## src/rtl/nibble_serial_add_ctrl.sv

```systemverilog
// ----------------------------------------------------------------------------
// nibble_serial_add_ctrl
//
// Bit-serial-by-nibble adder/subtractor. A single 4-bit ripple-carry slice is
// time-shared over NIBBLES cycles, LSB nibble first. Operations are accepted
// with a valid/ready handshake and results are returned the same way.
//
// Ports:
//   clk          in   clock, all state updates on the rising edge
//   rst          in   synchronous active-high reset
//   start_valid  in   requester presents an operation
//   start_ready  out  operation accepted this cycle (IDLE only)
//   op_a, op_b   in   W-bit operands, sampled on accept
//   cin          in   carry-in, sampled on accept, ignored when sub=1
//   sub          in   0: A+B+cin, 1: A-B
//   res_valid    out  result/cout/ovf valid (DONE)
//   res_ready    in   consumer takes the result
//   result       out  W-bit sum/difference, modulo 2^W
//   cout         out  carry out of MSB (for sub, 1 = no borrow)
//   ovf          out  two's-complement overflow
//   busy         out  high whenever not IDLE
// ----------------------------------------------------------------------------
module nibble_serial_add_ctrl #(
    parameter int unsigned NIBBLES = 4
) (
    input  logic                   clk,
    input  logic                   rst,
    input  logic                   start_valid,
    output logic                   start_ready,
    input  logic [4*NIBBLES-1:0]   op_a,
    input  logic [4*NIBBLES-1:0]   op_b,
    input  logic                   cin,
    input  logic                   sub,
    output logic                   res_valid,
    input  logic                   res_ready,
    output logic [4*NIBBLES-1:0]   result,
    output logic                   cout,
    output logic                   ovf,
    output logic                   busy
);

    localparam int unsigned W  = 4 * NIBBLES;
    localparam int unsigned IW = (NIBBLES > 1) ? $clog2(NIBBLES) : 1;
    localparam logic [IW-1:0] LAST_IDX = IW'(NIBBLES - 1);

    localparam logic [1:0] S_IDLE = 2'd0;
    localparam logic [1:0] S_RUN  = 2'd1;
    localparam logic [1:0] S_DONE = 2'd2;

    logic [1:0]    r_state;
    logic [W-1:0]  r_a;
    logic [W-1:0]  r_b;       // already inverted for subtraction
    logic          r_carry;
    logic [IW-1:0] r_idx;
    logic [W-1:0]  r_result;
    logic          r_cout;
    logic          r_ovf;

    // Single 4-bit ripple slice, each full adder built from two half adders.
    logic [3:0] w_na;
    logic [3:0] w_nb;
    logic [3:0] w_sum;
    logic [4:0] w_c;
    logic [3:0] w_hs1;
    logic [3:0] w_hc1;
    logic [3:0] w_hc2;

    always_comb begin
        w_na   = r_a[{r_idx, 2'b00} +: 4];
        w_nb   = r_b[{r_idx, 2'b00} +: 4];
        w_c    = '0;
        w_sum  = '0;
        w_hs1  = '0;
        w_hc1  = '0;
        w_hc2  = '0;
        w_c[0] = r_carry;
        for (int i = 0; i < 4; i++) begin
            w_hs1[i]  = w_na[i] ^ w_nb[i];
            w_hc1[i]  = w_na[i] & w_nb[i];
            w_sum[i]  = w_hs1[i] ^ w_c[i];
            w_hc2[i]  = w_hs1[i] & w_c[i];
            w_c[i+1]  = w_hc1[i] | w_hc2[i];
        end
    end

    always_ff @(posedge clk) begin
        if (rst) begin
            r_state  <= S_IDLE;
            r_a      <= '0;
            r_b      <= '0;
            r_carry  <= 1'b0;
            r_idx    <= '0;
            r_result <= '0;
            r_cout   <= 1'b0;
            r_ovf    <= 1'b0;
        end else begin
            case (r_state)
                S_IDLE: begin
                    if (start_valid) begin
                        r_a     <= op_a;
                        // A - B computed as A + ~B + 1
                        r_b     <= sub ? ~op_b : op_b;
                        r_carry <= sub | cin;
                        r_idx   <= '0;
                        r_state <= S_RUN;
                    end
                end
                S_RUN: begin
                    r_result[{r_idx, 2'b00} +: 4] <= w_sum;
                    r_carry <= w_c[4];
                    if (r_idx == LAST_IDX) begin
                        r_cout  <= w_c[4];
                        r_ovf   <= w_c[3] ^ w_c[4];
                        r_idx   <= '0;
                        r_state <= S_DONE;
                    end else begin
                        r_idx <= r_idx + 1'b1;
                    end
                end
                S_DONE: begin
                    if (res_ready) begin
                        r_state <= S_IDLE;
                    end
                end
                default: r_state <= S_IDLE;
            endcase
        end
    end

    always_comb begin
        start_ready = (r_state == S_IDLE);
        res_valid   = (r_state == S_DONE);
        busy        = (r_state != S_IDLE);
        result      = r_result;
        cout        = r_cout;
        ovf         = r_ovf;
    end

endmodule
```

## config.mk

```make
export PLATFORM = sky130hd
export DESIGN_NAME = nibble_serial_add_ctrl
export DESIGN_NICKNAME = d
export VERILOG_FILES = /design/src/rtl/nibble_serial_add_ctrl.sv
export SDC_FILE = /design/constraint.sdc
export NUM_CORES = 1
export LEC_CHECK = 0
export BUFFER_PORTS_ARGS = -buffer_cell sky130_fd_sc_hd__buf_2
export CORE_UTILIZATION = 30
export DETAILED_ROUTE_END_ITERATION = 6
export PLACE_DENSITY = 0.47
export SYNTH_ARGS = -nofsm -noshare
export SYNTH_HDL_FRONTEND = slang
export SYNTH_SLANG_ARGS = --single-unit
```

## constraint.sdc

```tcl
create_clock -name clk -period 3 [get_ports clk]
set_input_delay 0.15 -clock clk [delete_from_list [all_inputs] [get_ports clk]]
set_output_delay 0.15 -clock clk [all_outputs]
set_load 0.02 [all_outputs]
```

Word level (Yosys, flattened, before mapping)
Index checks and enable logic that the tools add are counted.
{"block": "totals", "regBits": 55, "elab_cells": 61, "inputBits": 38, "out_inout_bits": 21}
{"block": "op_classes", "n_reduce_logical": 7, "n_addsub": 2, "muxes": 11, "shift": 4, "eq_ne": 6, "bitwise": 23}
{"cell": "16-bit by 5-bit indexed part select with 4-bit output", "n": 2}
{"cell": "16-bit bitwise mux", "n": 1}
{"cell": "16-bit two-way mux", "n": 1}
{"cell": "16-bit inverter", "n": 1}
{"cell": "4-bit by 6-bit variable shift with 16-bit output, first input constant", "n": 1}
{"cell": "4-bit by 6-bit indexed part select with 16-bit output", "n": 1}
{"cell": "2-bit two-way mux", "n": 5}
{"cell": "1-bit XOR", "n": 9}
{"cell": "1-bit bitwise AND", "n": 8}
{"cell": "4-bit negation with 6-bit output", "n": 1}
{"cell": "2-bit one-hot mux with 3 select lines", "n": 1}
{"cell": "2-bit AND reduction", "n": 3}
{"cell": "1-bit OR", "n": 5}
{"cell": "2-bit == test, second input constant", "n": 2}
{"cell": "2-bit inequality test, second input constant", "n": 2}
{"cell": "2-bit one-hot mux with 2 select lines", "n": 1}
{"cell": "2-bit nonzero test", "n": 2}
{"cell": "3-bit AND reduction", "n": 1}
{"cell": "2-bit by 1-bit adder with 2-bit output, second input constant", "n": 1}
{"cell": "2-bit by 1-bit == test with 1-bit output, second input constant", "n": 1}
{"cell": "2-bit zero test", "n": 1}
{"cell": "2-bit by 1-bit inequality test with 1-bit output, second input constant", "n": 1}
{"cell": "1-bit one-hot mux with 2 select lines", "n": 1}
{"cell": "1-bit two-way mux", "n": 1}

Logic depth before layout (Yosys ltp)
{"block": "logic_depth", "depth_word": 11, "ltp_mapped": 11, "mapped_depth_nobuf": 10}

Worst setup path before layout
OpenSTA, ideal clock, no wires.
{"block": "synth_timing", "kind": "reg2reg", "startpoint": "register r_idx[1]", "endpoint": "register r_ovf, in the netlist ovf", "required_time_ns": 2.930, "t_arrival_ns": 2.882, "period_less_slack_ns": 2.953, "n_path_buf": 1, "path_stages_with_launch": 12, "setup_slack_ns": 0.047, "path_cell_list": "dfxtp_1 -> clkbuf_1 -> mux4_2 -> fa_1 -> inv_1 -> fa_1 -> fa_1 -> inv_1 -> fa_1 -> xnor2_1 -> nand3_1 -> a21oi_1"}
{"block": "synth_via", "elab_chain_cells": 11, "word_cells_on_any_way": 21, "classes_between": "eq/ne (1); shift (2); bitwise (17); reduce/logical (1)"}
{"item": "from (decl)", "line": "54", "text": "logic [IW-1:0] r_idx;"}
{"item": "from (signal assigned)", "line": "117", "text": "r_idx <= r_idx + 1'b1;"}
{"item": "16-bit by 5-bit indexed part select with 4-bit output, on equally long branches", "line": "69, 70"}
{"item": "1-bit XOR", "line": "78", "text": "w_hs1[i] = w_na[i] ^ w_nb[i];"}
{"item": "1-bit bitwise AND", "line": "81", "text": "w_hc2[i] = w_hs1[i] & w_c[i];"}
{"item": "1-bit OR", "line": "82", "text": "w_c[i+1] = w_hc1[i] | w_hc2[i];"}
{"item": "1-bit bitwise AND", "line": "81"}
{"item": "1-bit OR", "line": "82"}
{"item": "1-bit bitwise AND", "line": "81"}
{"item": "1-bit OR", "line": "82"}
{"item": "1-bit bitwise AND", "line": "81"}
{"item": "1-bit OR *", "line": "82"}
{"item": "net w_c[4]", "line": "63", "text": "logic [4:0] w_c;"}
{"item": "1-bit XOR *", "line": "113", "text": "r_ovf <= w_c[3] ^ w_c[4];"}
{"item": "to (signal assigned)", "line": "113"}
{"item": "to (decl)", "line": "57", "text": "logic r_ovf;"}
The timed path passes the listed nets; every way through them passes the cells marked *.
A chain may end at the register's enable or synchronous reset.

Final worst setup path
{"block": "layout_timing", "startpoint": "register r_idx[1]", "endpoint": "register r_result[15], in the netlist result[15]"}
{"block": "layout_via", "elab_chain_cells": 11, "word_cells_on_any_way": 23, "classes_between": "add/sub (1); shift (4); mux (1); bitwise (17)"}
{"item": "16-bit by 5-bit indexed part select with 4-bit output, on equally long branches", "line": "69, 70"}
{"item": "1-bit XOR", "line": "78"}
{"item": "1-bit bitwise AND", "line": "81"}
{"item": "1-bit OR", "line": "82"}
{"item": "1-bit bitwise AND", "line": "81"}
{"item": "1-bit OR", "line": "82"}
{"item": "1-bit bitwise AND", "line": "81"}
{"item": "1-bit OR", "line": "82"}
{"item": "1-bit XOR", "line": "80", "text": "w_sum[i] = w_hs1[i] ^ w_c[i];"}
{"item": "4-bit by 6-bit indexed part select with 16-bit output", "line": "109", "text": "r_result[{r_idx, 2'b00} +: 4] <= w_sum;"}
{"item": "16-bit bitwise mux *", "line": "109"}
{"item": "to (signal, indexed assignment)", "line": "109"}
{"item": "to (decl)", "line": "55", "text": "logic [W-1:0] r_result;"}
Mark *: on every way between the ends. The rest lies on a longest branch, timed or not.

==> reports/metrics.cfg <==
[global_route]
grt_pass1_vias = 2046
grt_antenna_before_repair = 0
globalRouteTotalUtil = 0.1452
grt_pass1_wl_um = 10130
grt_max_degree = 49
grt_overflow = 0

[logic_synthesis]
synth_fp_nets = 323
netlist_area_sq_um = 2574
synth_top_area_share = 0.4278
yosysWarnings = 0
syn_inst = 275
synth.area.top_cells = dfxtp_1, mux4_2, nand2_1, xnor2_1, a211oi_1
yosysTopAreaCell = dfxtp_1
synth_cell_types = 36
avgSynthCellArea_sq_um = 9.359
synth_common_cells = dfxtp_1, nand2_1, nor2_1
synth_edf_count = 0
ys_seq_elements = 55
async_flop_share = 0
synth.most_common_cell = dfxtp_1
ys_seq_area_frac = 0.4278
synth_ff_type = dfxtp_1

[critical_path]
cp_slowest_stage_delay_ps = 490
worst_setup_path_end_kind = register
cp_max_fo = 12
critPathBufInv = 3
path_cells = buf_4 -> mux4_2 -> fa_1 -> inv_1 -> fa_1 -> fa_1 -> inv_1 -> fa_1 -> a32oi_1 -> nor2_1
crit_family = adder cells
cp_slowest_cell = fa_1
required_ps = 3180
critical_path_class = register to register
crit_path_frequent_cell = fa_1
start_kind = register
cp_data_arrival_time_ps = 2970

[die]
fp-row-count = 33
die_area_sq_um = 8954
dieWidth_um = 94.63
die_h_um = 94.63
start_util = 0.3117
io_pins = 59
core-area_sq_um = 8258

[layout]
nFillCells = 902
area_growth_syn_to_layout_pct = 18.23
drive_gt1_frac = 0.2599
n_antenna_cell = 0
seq_area_sq_um = 1102
multi_input_area_sq_um = 1340
final_cells = 432
nNetsFinal = 374

[clock_network]
clock-root-buffer = clkbuf_8
clk_path_buf_depth = 2
post-cts-setup-buffers = 0
cts.sinks = 55
cts_inserted_buffers = 5
htreeDepth = 2
path_clk_slew_ps = 100
cts_tree = done
clk_latency_ps = 310

[detailed_routing]
drt-total-wl_um = 5976
vias = 2062
drc = 0
drt_iter0_drc = 91
wl_per_cell_um = 13.83
first_pass_iters = 4
viasPerCell = 4.773
ant_nets = 0

[sta]
finalCritPeriodShare = 0.9300
rsz0062_at_grt = no
fin_skew_ps = 9.041
fin_tns_setup_ps = 0
fmax_mhz = 358.4
slew_headroom = 0.4494
maxSlewViolCount = 0
fin_crit_ps = 2790
setup_viol = 0
worstMarginPinSlew_ps = 825.9
final-hold-violation-count = 0

[placement]
portBuffers = 58
dp.cells = 424
globalplace.congestion = 0.7334
dpl.hpwl_um = 4230

[worst_hold_path]
hold_path_class = primary input to register

[power]
p_per_area_nw_per_um2 = 484.6
p_leak_uw = 0.001209
ir_drop_uv = 213.3

[outcome]
status = finished clean

[flow_run]
cap_violations = 0

## final cells by class
| type | instances | area share |
|---|---|---|
| clock buffer | 6 | 0.02385 |
| clock inverter | 2 | 0.004112 |
| inverter | 13 | 0.01604 |
| multi-input combinational | 187 | 0.4404 |
| sequential | 55 | 0.3623 |
| tap | 105 | 0.04317 |
| timing repair buffer | 64 | 0.1102 |
## flip-flops by register name (all words and copies together), names as in the netlist
name and count:
r_b 16, r_a 16, r_carry 1, cout 1, r_idx 2, r_state 2, ovf 1, result 16
## per-layer routing
layer / up-vias / GRT usage / share of wire
met5: - / 0 / 0
met3: 4 / 0.03060 / 0.047
met4: 0 / 0.03409 / 0.0064
li1: 1056 / - / -
met1: 952 / 0.2062 / 0.50
met2: 50 / 0.2236 / 0.44
## cells by family after synthesis
logic type               synth area share
AND/OR/NAND/NOR                    0.1755
AO/OA/AOI/OAI                      0.1512
flip-flops                         0.4278
buffers and inverters             0.05348
XOR/XNOR                          0.05785
adder cells (fa/ha/maj)           0.06028
multiplexers                      0.07389
## cells in the final DEF (no fill, tap or decap), types with 2 or more instances in the layout
cell type	Yosys	layout
buf_2	8	58
dfxtp_1	55	54
nand2_1	40	40
nor2_1	27	27
a21oi_1	23	23
xnor2_1	17	17
a211oi_1	16	16
inv_1	13	13
mux4_2	8	8
a32oi_1	8	8
nand2b_1	6	6
ha_1	6	6
buf_4	0	6
clkbuf_8	0	5
nand3b_1	4	4
nand4_1	4	4
fa_1	4	4
nor2b_1	2	2
o21a_1	2	2
nor4bb_1	2	2
o32ai_1	2	2
o32ai_2	2	2
nand3_1	2	2
## worst min-delay path: stages
cell and delay [ps]:
buf_2 100, nand2_1 50, a21oi_1 50
## where the power goes
part | switching, uW | internal (uW)
Clock | 244 | 164
Sequential | 27.2 | 771
Combinational | 153 | 116
Total | 424 | 1050
## what timing repair did
item                       CTS  global route
hold buffers                 0             0
resized for setup            0             1
setup endpoints to repair    0             3
## stage by stage
stage / total power, uW / hold slack [ps] / area [sq um] / utilization / worst slack, ps
after floorplan: 998.6 / 286.0 / 2574 / - / 47.48
after global placement: 1088 / 394.0 / 2957 / 0.3580 / 206.7
after detailed placement: 1090 / 397.8 / 2957 / 0.3580 / 133.1
after CTS: 1503 / 57.60 / 3042 / 0.3683 / 111.9
after global routing: 1562 / 60.91 / 3043 / 0.3685 / 2.885
final: 1475 / 70.79 / 3043 / 0.3685 / 210.0
## path summary, 6_finish.rpt
check / startpoint / endpoint / slack, ps / depth (start not counted)
max: r_idx[1] / result[15] / 210 / 10
min: op_a[11] / r_a[11] / 70 / 3
max reg2reg: r_idx[1] / result[15] / 210 / 10
min reg2reg: result[5] / result[5] / 460 / 2
(Power assumes the default switching activity.)
